### src/rtl/move_expander_pkg.sv
// Shared definitions for the 8-puzzle successor generator: move and ALU
// encodings, board field positions, the default goal board and small helpers.
package move_expander_pkg;

  typedef enum logic [2:0] {
    MV_NONE  = 3'd0,
    MV_UP    = 3'd1,
    MV_DOWN  = 3'd2,
    MV_LEFT  = 3'd3,
    MV_RIGHT = 3'd4
  } move_t;

  typedef enum logic [3:0] {
    OP_COPY     = 4'd0,
    OP_TO_UP    = 4'd1,
    OP_TO_DOWN  = 4'd2,
    OP_TO_LEFT  = 4'd3,
    OP_TO_RIGHT = 4'd4
  } alu_op_t;

  typedef enum logic [1:0] {
    ST_IDLE,
    ST_CHECK,
    ST_EXPAND,
    ST_EMIT
  } state_t;

  // Blank index lives in the top nibble; tiles follow row-major from bit 35.
  localparam int BLANK_MSB = 39;
  localparam int BLANK_LSB = 36;
  localparam logic [3:0] MAX_BLANK = 4'd8;

  localparam logic [39:0] DEFAULT_GOAL = 40'h8123456780;

  // The move that would undo the given one; NONE has no reverse.
  function automatic move_t reverse_move(input move_t m);
    case (m)
      MV_UP:    reverse_move = MV_DOWN;
      MV_DOWN:  reverse_move = MV_UP;
      MV_LEFT:  reverse_move = MV_RIGHT;
      MV_RIGHT: reverse_move = MV_LEFT;
      default:  reverse_move = MV_NONE;
    endcase
  endfunction

  // Expansion order is UP, DOWN, LEFT, RIGHT.
  function automatic move_t next_move(input move_t m);
    case (m)
      MV_UP:   next_move = MV_DOWN;
      MV_DOWN: next_move = MV_LEFT;
      default: next_move = MV_RIGHT;
    endcase
  endfunction

  function automatic alu_op_t move_to_op(input move_t m);
    case (m)
      MV_UP:    move_to_op = OP_TO_UP;
      MV_DOWN:  move_to_op = OP_TO_DOWN;
      MV_LEFT:  move_to_op = OP_TO_LEFT;
      MV_RIGHT: move_to_op = OP_TO_RIGHT;
      default:  move_to_op = OP_COPY;
    endcase
  endfunction

endpackage

### src/rtl/move_expander_legal.sv
// Decides whether a move is legal for a blank position, excluding moves that
// would simply undo the move that produced the parent.
module move_legal
  import move_expander_pkg::*;
(
  input  logic [3:0] blank,
  input  move_t      move,
  input  move_t      last_move,
  output logic       legal
);

  logic [3:0] col;

  assign col = blank % 4'd3;

  // Edge-of-board checks first, then suppress the reversing move.
  always_comb begin
    legal = 1'b0;
    case (move)
      MV_UP:    legal = (blank >= 4'd3);
      MV_DOWN:  legal = (blank <= 4'd5);
      MV_LEFT:  legal = (col != 4'd0);
      MV_RIGHT: legal = (col != 4'd2);
      default:  legal = 1'b0;
    endcase
    if (move == reverse_move(last_move)) begin
      legal = 1'b0;
    end
  end

endmodule

### src/rtl/move_expander.sv
// Successor sequencer: takes one parent board, does the goal/error/depth
// checks, then walks UP, DOWN, LEFT, RIGHT driving the move ALU and handing
// each legal child downstream over valid/ready.
module move_expander
  import move_expander_pkg::*;
#(
  parameter logic [39:0] GOAL      = DEFAULT_GOAL,
  parameter logic [7:0]  MAX_DEPTH = 8'd31
) (
  input  logic        clk,
  input  logic        rst_n,
  input  logic        in_valid,
  output logic        in_ready,
  input  logic [39:0] in_board,
  input  logic [2:0]  in_last_move,
  input  logic [7:0]  in_depth,
  output logic [3:0]  alu_op,
  output logic [39:0] alu_in1,
  input  logic [39:0] alu_out,
  output logic        out_valid,
  input  logic        out_ready,
  output logic [39:0] out_board,
  output logic [2:0]  out_move,
  output logic [7:0]  out_depth,
  output logic        goal_found,
  input  logic        goal_clr,
  output logic        done,
  output logic        err
);

  state_t      state;
  logic [39:0] board_q;
  move_t       last_q;
  logic [7:0]  depth_q;
  move_t       move_idx;
  logic        legal;
  logic [3:0]  blank;

  assign blank   = board_q[BLANK_MSB:BLANK_LSB];
  assign alu_in1 = board_q;

  // Held low while reset is asserted so nothing is accepted mid-reset.
  assign in_ready = rst_n && (state == ST_IDLE) && !goal_found;

  move_legal u_legal (
    .blank     (blank),
    .move      (move_idx),
    .last_move (last_q),
    .legal     (legal)
  );

  // The ALU is combinational, so the opcode is only asserted in the EXPAND
  // cycle whose result gets captured into out_board.
  always_comb begin
    alu_op = OP_COPY;
    if ((state == ST_EXPAND) && legal) begin
      alu_op = move_to_op(move_idx);
    end
  end

  // Main sequencer: parent capture, early-exit checks, move walk and output
  // handshake, with done/err as single-cycle registered pulses.
  always_ff @(posedge clk or negedge rst_n) begin
    if (!rst_n) begin
      state      <= ST_IDLE;
      board_q    <= '0;
      last_q     <= MV_NONE;
      depth_q    <= '0;
      move_idx   <= MV_UP;
      out_valid  <= 1'b0;
      out_board  <= '0;
      out_move   <= '0;
      out_depth  <= '0;
      goal_found <= 1'b0;
      done       <= 1'b0;
      err        <= 1'b0;
    end else begin
      done <= 1'b0;
      err  <= 1'b0;
      if (goal_clr) begin
        goal_found <= 1'b0;
      end
      case (state)
        ST_IDLE: begin
          if (in_valid && in_ready) begin
            board_q  <= in_board;
            last_q   <= move_t'(in_last_move);
            depth_q  <= in_depth;
            move_idx <= MV_UP;
            state    <= ST_CHECK;
          end
        end
        ST_CHECK: begin
          if (blank > MAX_BLANK) begin
            err   <= 1'b1;
            done  <= 1'b1;
            state <= ST_IDLE;
          end else if (board_q == GOAL) begin
            if (!goal_clr) begin
              goal_found <= 1'b1;
            end
            done  <= 1'b1;
            state <= ST_IDLE;
          end else if (depth_q == MAX_DEPTH) begin
            done  <= 1'b1;
            state <= ST_IDLE;
          end else begin
            state <= ST_EXPAND;
          end
        end
        ST_EXPAND: begin
          if (legal) begin
            out_board <= alu_out;
            out_move  <= move_idx;
            out_depth <= depth_q + 8'd1;
            out_valid <= 1'b1;
            state     <= ST_EMIT;
          end else if (move_idx == MV_RIGHT) begin
            done  <= 1'b1;
            state <= ST_IDLE;
          end else begin
            move_idx <= next_move(move_idx);
          end
        end
        ST_EMIT: begin
          if (out_ready) begin
            out_valid <= 1'b0;
            if (move_idx == MV_RIGHT) begin
              done  <= 1'b1;
              state <= ST_IDLE;
            end else begin
              move_idx <= next_move(move_idx);
              state    <= ST_EXPAND;
            end
          end
        end
        default: state <= ST_IDLE;
      endcase
    end
  end

endmodule

### config.mk
export PLATFORM = sky130hd
export DESIGN_NAME = move_expander
export DESIGN_NICKNAME = d
export VERILOG_FILES = /design/src/rtl/move_expander_pkg.sv /design/src/rtl/move_expander_legal.sv /design/src/rtl/move_expander.sv
export SDC_FILE = /design/constraint.sdc
export NUM_CORES = 1
export LEC_CHECK = 0
export ABC_AREA = 1
export CAP_MARGIN = 20
export CORE_MARGIN = 5
export CORE_UTILIZATION = 35
export DETAILED_ROUTE_END_ITERATION = 6
export HOLD_SLACK_MARGIN = 0.02
export MAX_ROUTING_LAYER = met4
export PLACE_DENSITY = 0.64
export SLEW_MARGIN = 10
export SYNTH_ARGS = -nofsm -noshare
export SYNTH_HDL_FRONTEND = slang
export SYNTH_SLANG_ARGS = --single-unit
### constraint.sdc
create_clock -name clk -period 2.7 [get_ports clk]
set_input_delay 0.27 -clock clk [delete_from_list [all_inputs] [get_ports clk]]
set_output_delay 0.27 -clock clk [all_outputs]
set_load 0.005 [all_outputs]
-- Word level (Yosys, flattened, before mapping)
Index checks and enable logic that the tools add are counted.
- output and inout port bits: 100
- input bits: 96
- flip-flop bits (word level): 111
- word-level logic and storage cells: 88
- equality and inequality tests: 20
- div/mod/pow operators: 1
- $add $sub $neg: 1
- mux-type cells: 37
- reductions and logical operators: 14
- $lt $le $gt $ge: 3
- operators by type and width (cell ; count):
    40-bit == test, second input constant ; 1
    3-bit one-hot mux with 4 select lines ; 2
    1-bit two-way mux ; 16
    2-bit two-way mux ; 8
    3-bit by 2-bit == test with 1-bit output, second input constant ; 4
    3-bit two-way mux ; 4
    3-bit one-hot mux with 3 select lines ; 1
    8-bit by 1-bit adder with 8-bit output, second input constant ; 1
    8-bit by 5-bit == test with 1-bit output, second input constant ; 1
    2-bit one-hot mux with 4 select lines ; 1
    3-bit by 1-bit == test with 1-bit output, second input constant ; 2
    3-bit == test, second input constant ; 2
    2-bit != test, second input constant ; 3
    3-bit one-hot mux with 2 select lines ; 1
    3-bit AND reduction ; 2
    2-bit == test, second input constant ; 2
    4-bit by 2-bit greater-or-equal comparator with 1-bit output, second input constant ; 1
    4-bit greater-than comparator, second input constant ; 1
    4-bit by 3-bit <= comparator with 1-bit output, second input constant ; 1
    1-bit logical AND ; 4
    4-bit by 2-bit remainder unit with 4-bit output, second input constant ; 1
    4-bit two-way mux ; 1
    4-bit by 2-bit != test with 1-bit output, second input constant ; 1
    1-bit one-hot mux with 4 select lines ; 1
    other kinds (13) ; 14

-- Longest topological paths before layout
Gate-level depths: netlist (run 1).
- depth after elaboration: 6
- depth in mapped cells: 20
- gate-level depth less buffers: 20

-- Cells and area by module
Synthesis (run 1) repeated with hierarchy kept, for this count alone.
- cell total of the unflattened synthesis: 566
- area, all modules: 4973.5 µm²
- by module, submodules not included (module ; sequential area each (µm²) ; area an instance (µm²) ; cells each ; times used):
    move_expander ; 2778.9 ; 4594.4 ; 495 ; 1
    move_legal ; 0.0 ; 379.1 ; 71 ; 1

-- Worst setup path after synthesis (run 1)
No wires, ideal clock.
- path type: register to output
- start: reg board_q[39], in the netlist alu_in1[39]
- end: out alu_op[0]
- arrival: 2.474 ns
- path buffers: 3
- data required time: 2.430 ns
- slack: -0.044 ns
- cell stages (with the launch flop): 19
- path through: dfrtp_1 buf_6 nor2_1 ha_1 inv_1 ha_1 or2_1 nand2_2 ha_1 inv_1 nand3_2 nand2_1 a21oi_1 nor2_1 nand2_2 nand3_2 buf_12 buf_12 nor2_1
- longest elaborated chain between the ends: 6
- elaborated cells between the ends (all ways): 9
- those cells by class: 1 x div; 2 x order compare; 1 x eq/ne; 3 x mux; 2 x reduce/logical
- RTL lines (item ; RTL line ; text):
    start, declared ; move_expander.sv:32 ; logic [39:0] board_q;
    start signal, assigned ; move_expander.sv:86 ; board_q <= in_board;
    4-bit by 2-bit remainder unit with 4-bit output ; move_expander_legal.sv:14 ; assign col = blank % 4'd3;
    4-bit by 2-bit != test with 1-bit output or 4-bit nonzero test (tied branches) ; move_expander_legal.sv:23, move_expander_legal.sv:22 ;
    1-bit one-hot mux with 4 select lines * ; move_expander_legal.sv:19 ; case (move)
    1-bit two-way mux * ; move_expander_legal.sv:26 ; if (move == reverse_move(last_move)) begin
    1-bit logical AND * ; move_expander.sv:56 ; if ((state == ST_EXPAND) && legal) begin
    4-bit two-way mux * ; move_expander.sv:56 ;
    end, declared ; move_expander.sv:17 ; output logic [3:0] alu_op,
Every way passes the cells marked *; elsewhere a longest branch is shown, timed or not.

-- Worst setup path in the final report (run 1)
- start: reg board_q[39], in the netlist alu_in1[39]
- end: out alu_op[1]
The elaborated chain is that of the path after synthesis.

==> results.md, run 1 <==
* Status: finished with violations
* Failing checks: setup timing
* Post-Synth Simple-Gate Area at about a fifth
* Clock tree from TritonCTS: yes
* Mux cell area share after synthesis at ~7.7%
* First-pass DRT Iterations at 4
* Violation count after the first detailed-route iteration at 215
* Vias/cell at approximately 4.6
* Total GRT Usage at roughly 16%
* Via count at 4313
* GRT overflow at 0
* Worst vdd ir at slightly below 0.5 mV
* Worst-skew pair later-pin latency at around 0.34 ns
* Slew Limit Fails at 0
* Worst rel slew slack at between 30% and 40%
* Post-placement cell count at 923
* Clk buf depth at 2
* Dpl ws at -0.191 ns
* First-pass GRT wire length at about 23000 um
* Share of cells above drive strength 1 at roughly 28%
* Worst Path Arrival at ~2.6 ns
* Dominant cell type by area after synthesis: dfrtp_1
* Non-Filler Instances at roughly 940
* Starting Density at about 35%
* Sw power at roughly 0.0036 W
* Avg Inst Size Synth at 10.8 um^2
* Seq pwr share at between 30% and 40%
* Crit. Startpoint: alu_in1[39]
* EDFF count, synth at 0
* CTS buffer count at 9
* Final setup fails at 20
* Clock Tree Root: clkbuf_16
* FFs w/ async S/R, synth at 100%
* Crit-path max FO at 5
* Post-Syn Nets at between 600 and 700
* Setup TNS at -0.820 ns
* Post-DP HPWL at between 10000 and 15000 um
* Setup ws final at -0.135 ns
* Period utilisation layout at 105%
* DIE AREA at 18600 um^2
* Hold_ws at between 0.03 and 0.04 ns
* Post-DRT Antenna Nets at 0
* Leakage at ~3.7 nW
* Post-synthesis compound-gate area fraction at a little under an eighth
* Average wire per standard cell at 15.2 um
* Pint at 0.00616 W
* Area grow syn2layout at 47.0%
* Largest net degree at the start of global routing at between 70 and 80
* Clk_skew at ~0.011 ns
* RSZ-0062 raised after global routing: true
* Core Rows at 46
* Initial antenna violation count at 0
* Net Sw Frac at between 30% and 40%
* Vias in the first global route at 4601
* DIE HEIGHT at about 140 um
* Mapped Cells at roughly 520
* Mapped Area at 5580 um^2
* # port buffers at slightly below 200
* Combinational group share of total power at a little over half
* Most common cell in the netlist: dfrtp_1
* Final #Nets at between 800 and 900
* Top cell type's share of synthesized area at roughly half
* Count of cell types in the netlist at 39
* Aggregate routed wire length at 14300 um
* PwrDens at 1190 nW/um^2
* Fin. Hold Viols at 0
* Crit. End Element: output port
* Peak Freq at around 0.35 GHz
* Max-cap violations at 0
* Largest family of logic cells by synthesized area: simple AND/OR/NAND/NOR gates
* Number of remaining DRC errors at 0
* Worst hold path class: in -> async
* Ant diodes at 0
* Num ports at roughly 200
* Die X at between 100 and 150 um
* Startpoint types: flip-flop
* Worst endpoint required time at about 2.4 ns
* Crit Path Category: reg -> out
* Post-Synth XOR/XNOR Area at 1.26%
* #FFs+latches synth at 111
* Synth cell count leaders: 110 x dfrtp_1, 75 x inv_1, 53 x nand2_1
* Clk sinks at between 100 and 150
* Top_reg_cell synth: dfrtp_1
* YS warnings at 0
* Core ar. at roughly 16000 um^2
* Post-Synth Adder-Cell Area at less than 1%
* H-tree depth at 3
* RD Place Congestion at between 0.8 and 0.9
* Worst slew pin tran at between 0.9 and 1 ns
* Largest cells by area after synthesis: dfrtp_1 49%, nand2_4 8.7%, o21ai_2 8.0%, mux2_2 7.7%, inv_1 5.0%
* R2r startpoint: alu_in1[39]
* Clock slew at reported path FFs at 0.07 ns
* Seq/Total Area, Yosys at around half
* Power share of the clock group at between 10 and 15%
* Minimum clock period at around 2.8 ns
==> path summary, 6_finish.rpt <==
kind                                  to  slack, ns  cells past startpoint
max                            alu_op[1]      -0.14                     16
min                        out_board[11]       0.03                      2
min in group clk           out_board[32]       0.47                      3
max in group asynchronous   out_depth[6]       1.37                      3
max reg2reg                out_board[39]      -0.04                     17
min reg2reg                out_board[12]       0.49                      2
==> metal layers <==
metal	track usage, %	vias to the layer above	part of all wire (%)
met5	-	-	0
met4	5.71	0	2.2
met3	5.18	31	8.8
met2	25.6	187	46
met1	19.0	2016	43
li1	-	2079	-
==> through the flow <==
stage | utilization, % | total power (W) | area (um^2)
floorplan | - | 0.00579 | 5590
global placement | 49.0 | 0.00786 | 7730
detailed placement | 49.0 | 0.00802 | 7730
CTS | 51.5 | 0.00962 | 8120
global route | 52.0 | 0.0104 | 8200
finish | 52.0 | 0.00976 | 8200
==> kinds of logic after synthesis <==
kind of cell	count (synthesis)
AO/OA/AOI/OAI	83
flip-flops	111
other	1
multiplexers	38
XOR/XNOR	8
adder cells (fa/ha/maj)	4
buffers and inverters	98
AND/OR/NAND/NOR	173
==> layout by cell type, fill, tap and decap left out, types with 2 or more instances in the layout <==
cell type | netlist | final
a21oi_1 | 17 | 16
buf_16 | 0 | 3
buf_2 | 6 | 3
buf_4 | 2 | 19
buf_6 | 5 | 2
clkbuf_16 | 0 | 10
clkbuf_8 | 0 | 2
clkdlybuf4s50_1 | 0 | 190
dfrtp_1 | 110 | 110
ha_4 | 0 | 2
inv_1 | 75 | 71
inv_2 | 1 | 4
mux2_2 | 38 | 38
nand2_1 | 53 | 50
nand2_2 | 4 | 6
nand2_4 | 43 | 44
nand3_1 | 19 | 17
nand3_2 | 3 | 3
nand3_4 | 0 | 2
nand4_1 | 8 | 8
nor2_1 | 32 | 29
nor2_2 | 0 | 3
nor3_1 | 2 | 2
nor4_1 | 4 | 4
o21ai_0 | 4 | 4
o21ai_1 | 4 | 3
o21ai_2 | 51 | 52
or2_1 | 2 | 2
xnor2_1 | 2 | 2
xor2_1 | 6 | 6
==> state kept, by name, indices dropped and copies added, names as in the netlist <==
register    count
alu_in1        40
out_board      40
depth_q         8
out_depth       8
last_q          3
move_idx        3
out_move        3
state           2
done            1
err             1
goal_found      1
out_valid       1
==> worst max-delay path, stage by stage (launching register included) <==
cell and delay (ns):
dfrtp_1 0.39, nor2_2 0.11, ha_2 0.17, inv_2 0.04, ha_4 0.16, or2_1 0.23
nand2_2 0.11, ha_4 0.17, inv_4 0.05, nand3_4 0.07, nand2_4 0.06, a21oi_2 0.14
nor2_1 0.07, nand2_2 0.09, nand3_4 0.10, nor2_1 0.11, buf_2 0.12
==> repair_timing <==
item | in CTS | in global routing
pin swaps | 12 | 11
hold buffers | 0 | 0
setup buffers | 1 | 3
resized for setup | 32 | 7
endpoints found under the setup margin | 49 | 53
cloned | 1 | 1
==> layout make-up <==
cell class	instances	area, um^2
Sequential cell	111	2780
Timing Repair Buffer	219	2200
Clock buffer	12	256
Multi-Input combinational cell	307	2360
Fill cell	1431	7570
Tap cell	216	270
Clock inverter	3	42.5
Inverter	76	288
==> power by group through the flow <==
stage	Combinational (W)	Sequential, W	Clock (W)
after global placement	0.00463	0.00323	0
final	0.00518	0.00324	0.00135
after floorplan	0.00255	0.00323	0
after detailed placement	0.00476	0.00326	0
after global routing	0.00562	0.00337	0.00146
after CTS	0.00497	0.00325	0.00140
Note: power is estimated with default switching activity, not from simulation.
==> inputs of run 2 (changes only) <==
--- a/config.mk
+++ b/config.mk
@@ -12,7 +12,7 @@
 export DETAILED_ROUTE_END_ITERATION = 6
 export HOLD_SLACK_MARGIN = 0.02
 export MAX_ROUTING_LAYER = met4
-export PLACE_DENSITY = 0.64
+export PLACE_DENSITY = 0.67
 export SLEW_MARGIN = 10
 export SYNTH_ARGS = -nofsm -noshare
 export SYNTH_HDL_FRONTEND = slang
==> constraint.sdc (replaced) <==
create_clock -name clk -period 2.7 [get_ports clk]
set_input_delay 0.54 -clock clk [delete_from_list [all_inputs] [get_ports clk]]
set_output_delay 0.54 -clock clk [all_outputs]
set_load 0.005 [all_outputs]
==> run 2 against run 1 <==
The flow still finishes with violations (setup timing). Maximum frequency decreased by 7.0%. Global-route usage decreased by 0.58 points. Combinational power decreased by 3%. Register-to-register slack got worse by 0.15 ns. Worst setup slack got worse by 0.21 ns. Critical path depth decreased by 1.
==> results.md, run 2 (synthesis gave the netlist of run 1 again) <==
* Clock tree from TritonCTS: yes
* Fin. Hold Viols at 0
* Worst reg-to-reg path cell count at 19
* # port buffers at 194
* RD Place Congestion at approximately 0.9
* Failing checks: setup timing
* Via count at between 4000 and 5000
* Worst-skew pair later-pin latency at 0.35 ns
* Worst Path Arrival at between 2 and 3 ns
* Status: finished with violations
* Final #Nets at 824
* Crit Path Category: reg -> out
* Starting Density at approximately 35%
* Slew Limit Fails at 0
* Reg2reg setup slack at -0.19 ns
* Area grow syn2layout at 46.4%
* Pwr Total at about 0.0096 W
* GRT overflow at 0
* Minimum clock period at about 3.0 ns
* Number of remaining DRC errors at 0
* Core Rows at 46
* Initial antenna violation count at 1
* Clk buf depth at 2
* Die X at 136 um
* Setup ws final at -0.349 ns
* RSZ-0062 raised after global routing: true
* Setup TNS at -7.00 ns
* Worst endpoint required time at 2.16 ns
* Total GRT Usage at between 15 and 20%
* Clk sinks at roughly 110
* Worst slew pin tran at ~0.82 ns
* Share of cells above drive strength 1 at approximately 28%
* CTS buffer count at 9
* Vias/cell at approximately 4.4
* H-tree depth at 3
* PwrDens at roughly 1200 nW/um^2
* Final setup fails at 37
* First-pass DRT Iterations at 4
* Num ports at approximately 200
* Max-cap violations at 0
* Core ar. at 15800 um^2
* Average wire per standard cell at roughly 15 um
* Most frequent cells in the layout: 190 x clkdlybuf4s50_1, 110 x dfrtp_1, 72 x inv_1
* Aggregate routed wire length at roughly 14000 um
* Post-DP HPWL at 10500 um
* Slowest library cell on the worst path: dfrtp_1
* Crit-path max FO at 5
* Clk_skew at around 0.011 ns
* Post-DRT Antenna Nets at 0
* Period utilisation layout at 113%
* Dpl ws at -0.410 ns
* Peak Freq at ~0.33 GHz
* Worst vdd ir at 0.494 mV
* Vias in the first global route at between 4000 and 5000
* Worst rel slew slack at 45.5%
* DIE HEIGHT at ~140 um
* Clock Tree Root: clkbuf_16
* Clock slew at reported path FFs at roughly 0.080 ns
* Worst hold path class: in -> async
* DIE AREA at approximately 19000 um^2
* Largest net degree at the start of global routing at 65
* First-pass GRT wire length at between 20000 and 25000 um
* Startpoint types: flip-flop
* Crit. End Element: output port
* Crit-path cells: nor2_2 > ha_2 > inv_2 > ha_4 > or2_1 > nand2_2 > ha_4 > buf_4 > nand4_1 > nand2_1 > o21ai_1 > nand2_2 > nand3_4 > nor2_2 > buf_2
* Critical Path Max Stage Delay at 0.40 ns
* Leakage at between 3 and 4 nW
* Violation count after the first detailed-route iteration at between 100 and 150
* Fillers at 1446
* Commonest non-fill, non-tap cell in the layout: clkdlybuf4s50_1
==> run 2: changes by cell type in the layout (fill, tap and decap cells not counted), moves of 2 or more <==
cell,before,now
buf_16,3,0
buf_4,19,21
nor2_1,29,27
inv_6,0,2
nor2_4,1,3
buf_12,0,3
==> run 2: path summary, 6_finish.rpt <==
path                                     from            end
worst max-delay path              alu_in1[39]      alu_op[1]
worst min-delay path                    rst_n   out_depth[4]
worst max register to register    alu_in1[39]  out_board[25]
worst min register to register  out_board[13]  out_board[13]
max in group asynchronous               rst_n    alu_in1[14]
min in group clk                out_board[13]  out_board[13]
==> run 2: timing repair <==
item / CTS / global route
resized for setup: 19 / 13
hold buffers: 0 / 0
endpoints found under the setup margin: 44 / 55
setup buffers: 5 / 1
pin swaps: 9 / 13
==> run 2: metrics by stage <==
step           cells  hold slack [ns]  utilization (%)  cell area [um^2]
6_report         946            0.311             51.8              8170
5_1_grt          946            0.358             51.8              8170
4_1_cts          944            0.352             51.4              8100
3_5_place_dp     924            0.469             49.3              7780
3_3_place_gp     924            0.468             49.3              7780
2_1_floorplan    516            0.244                -              5610
==> run 2: area by class of cell <==
| cell class | count | area, um^2 | share of cell area, % |
|---|---|---|---|
| Multi-Input combinational cell | 307 | 2370 | 29.0 |
| Clock inverter | 6 | 68.8 | 0.842 |
| Inverter | 76 | 288 | 3.52 |
| Timing Repair Buffer | 219 | 2170 | 26.5 |
| Sequential cell | 111 | 2780 | 34.0 |
| Tap cell | 216 | 270 | 3.31 |
| Antenna cell | 1 | 2.50 | 0.0306 |
| Clock buffer | 10 | 229 | 2.80 |
==> run 2: power breakdown <==
part           total (W)  internal, W  switching, W
clock network    0.00135     0.000728      0.000622
logic            0.00500      0.00281       0.00218
registers        0.00323      0.00249      0.000739
total            0.00958      0.00603       0.00354
==> run 2: critical path, delay by kind of cell, from the launching register on <==
kind / cells / cell delay, ns
simple gates: 8 / 0.93
fa+ha+maj: 3 / 0.49
flops: 1 / 0.40
buf+inv: 3 / 0.28
compound gates: 1 / 0.06
==> run 2: layer usage <==
metal	routed length [um]	track usage (%)	part of all wire, %
met3	1550	6.18	11
met5	0	-	0
met4	233	5.32	1.7
met1	5930	18.6	43
met2	6070	23.6	44
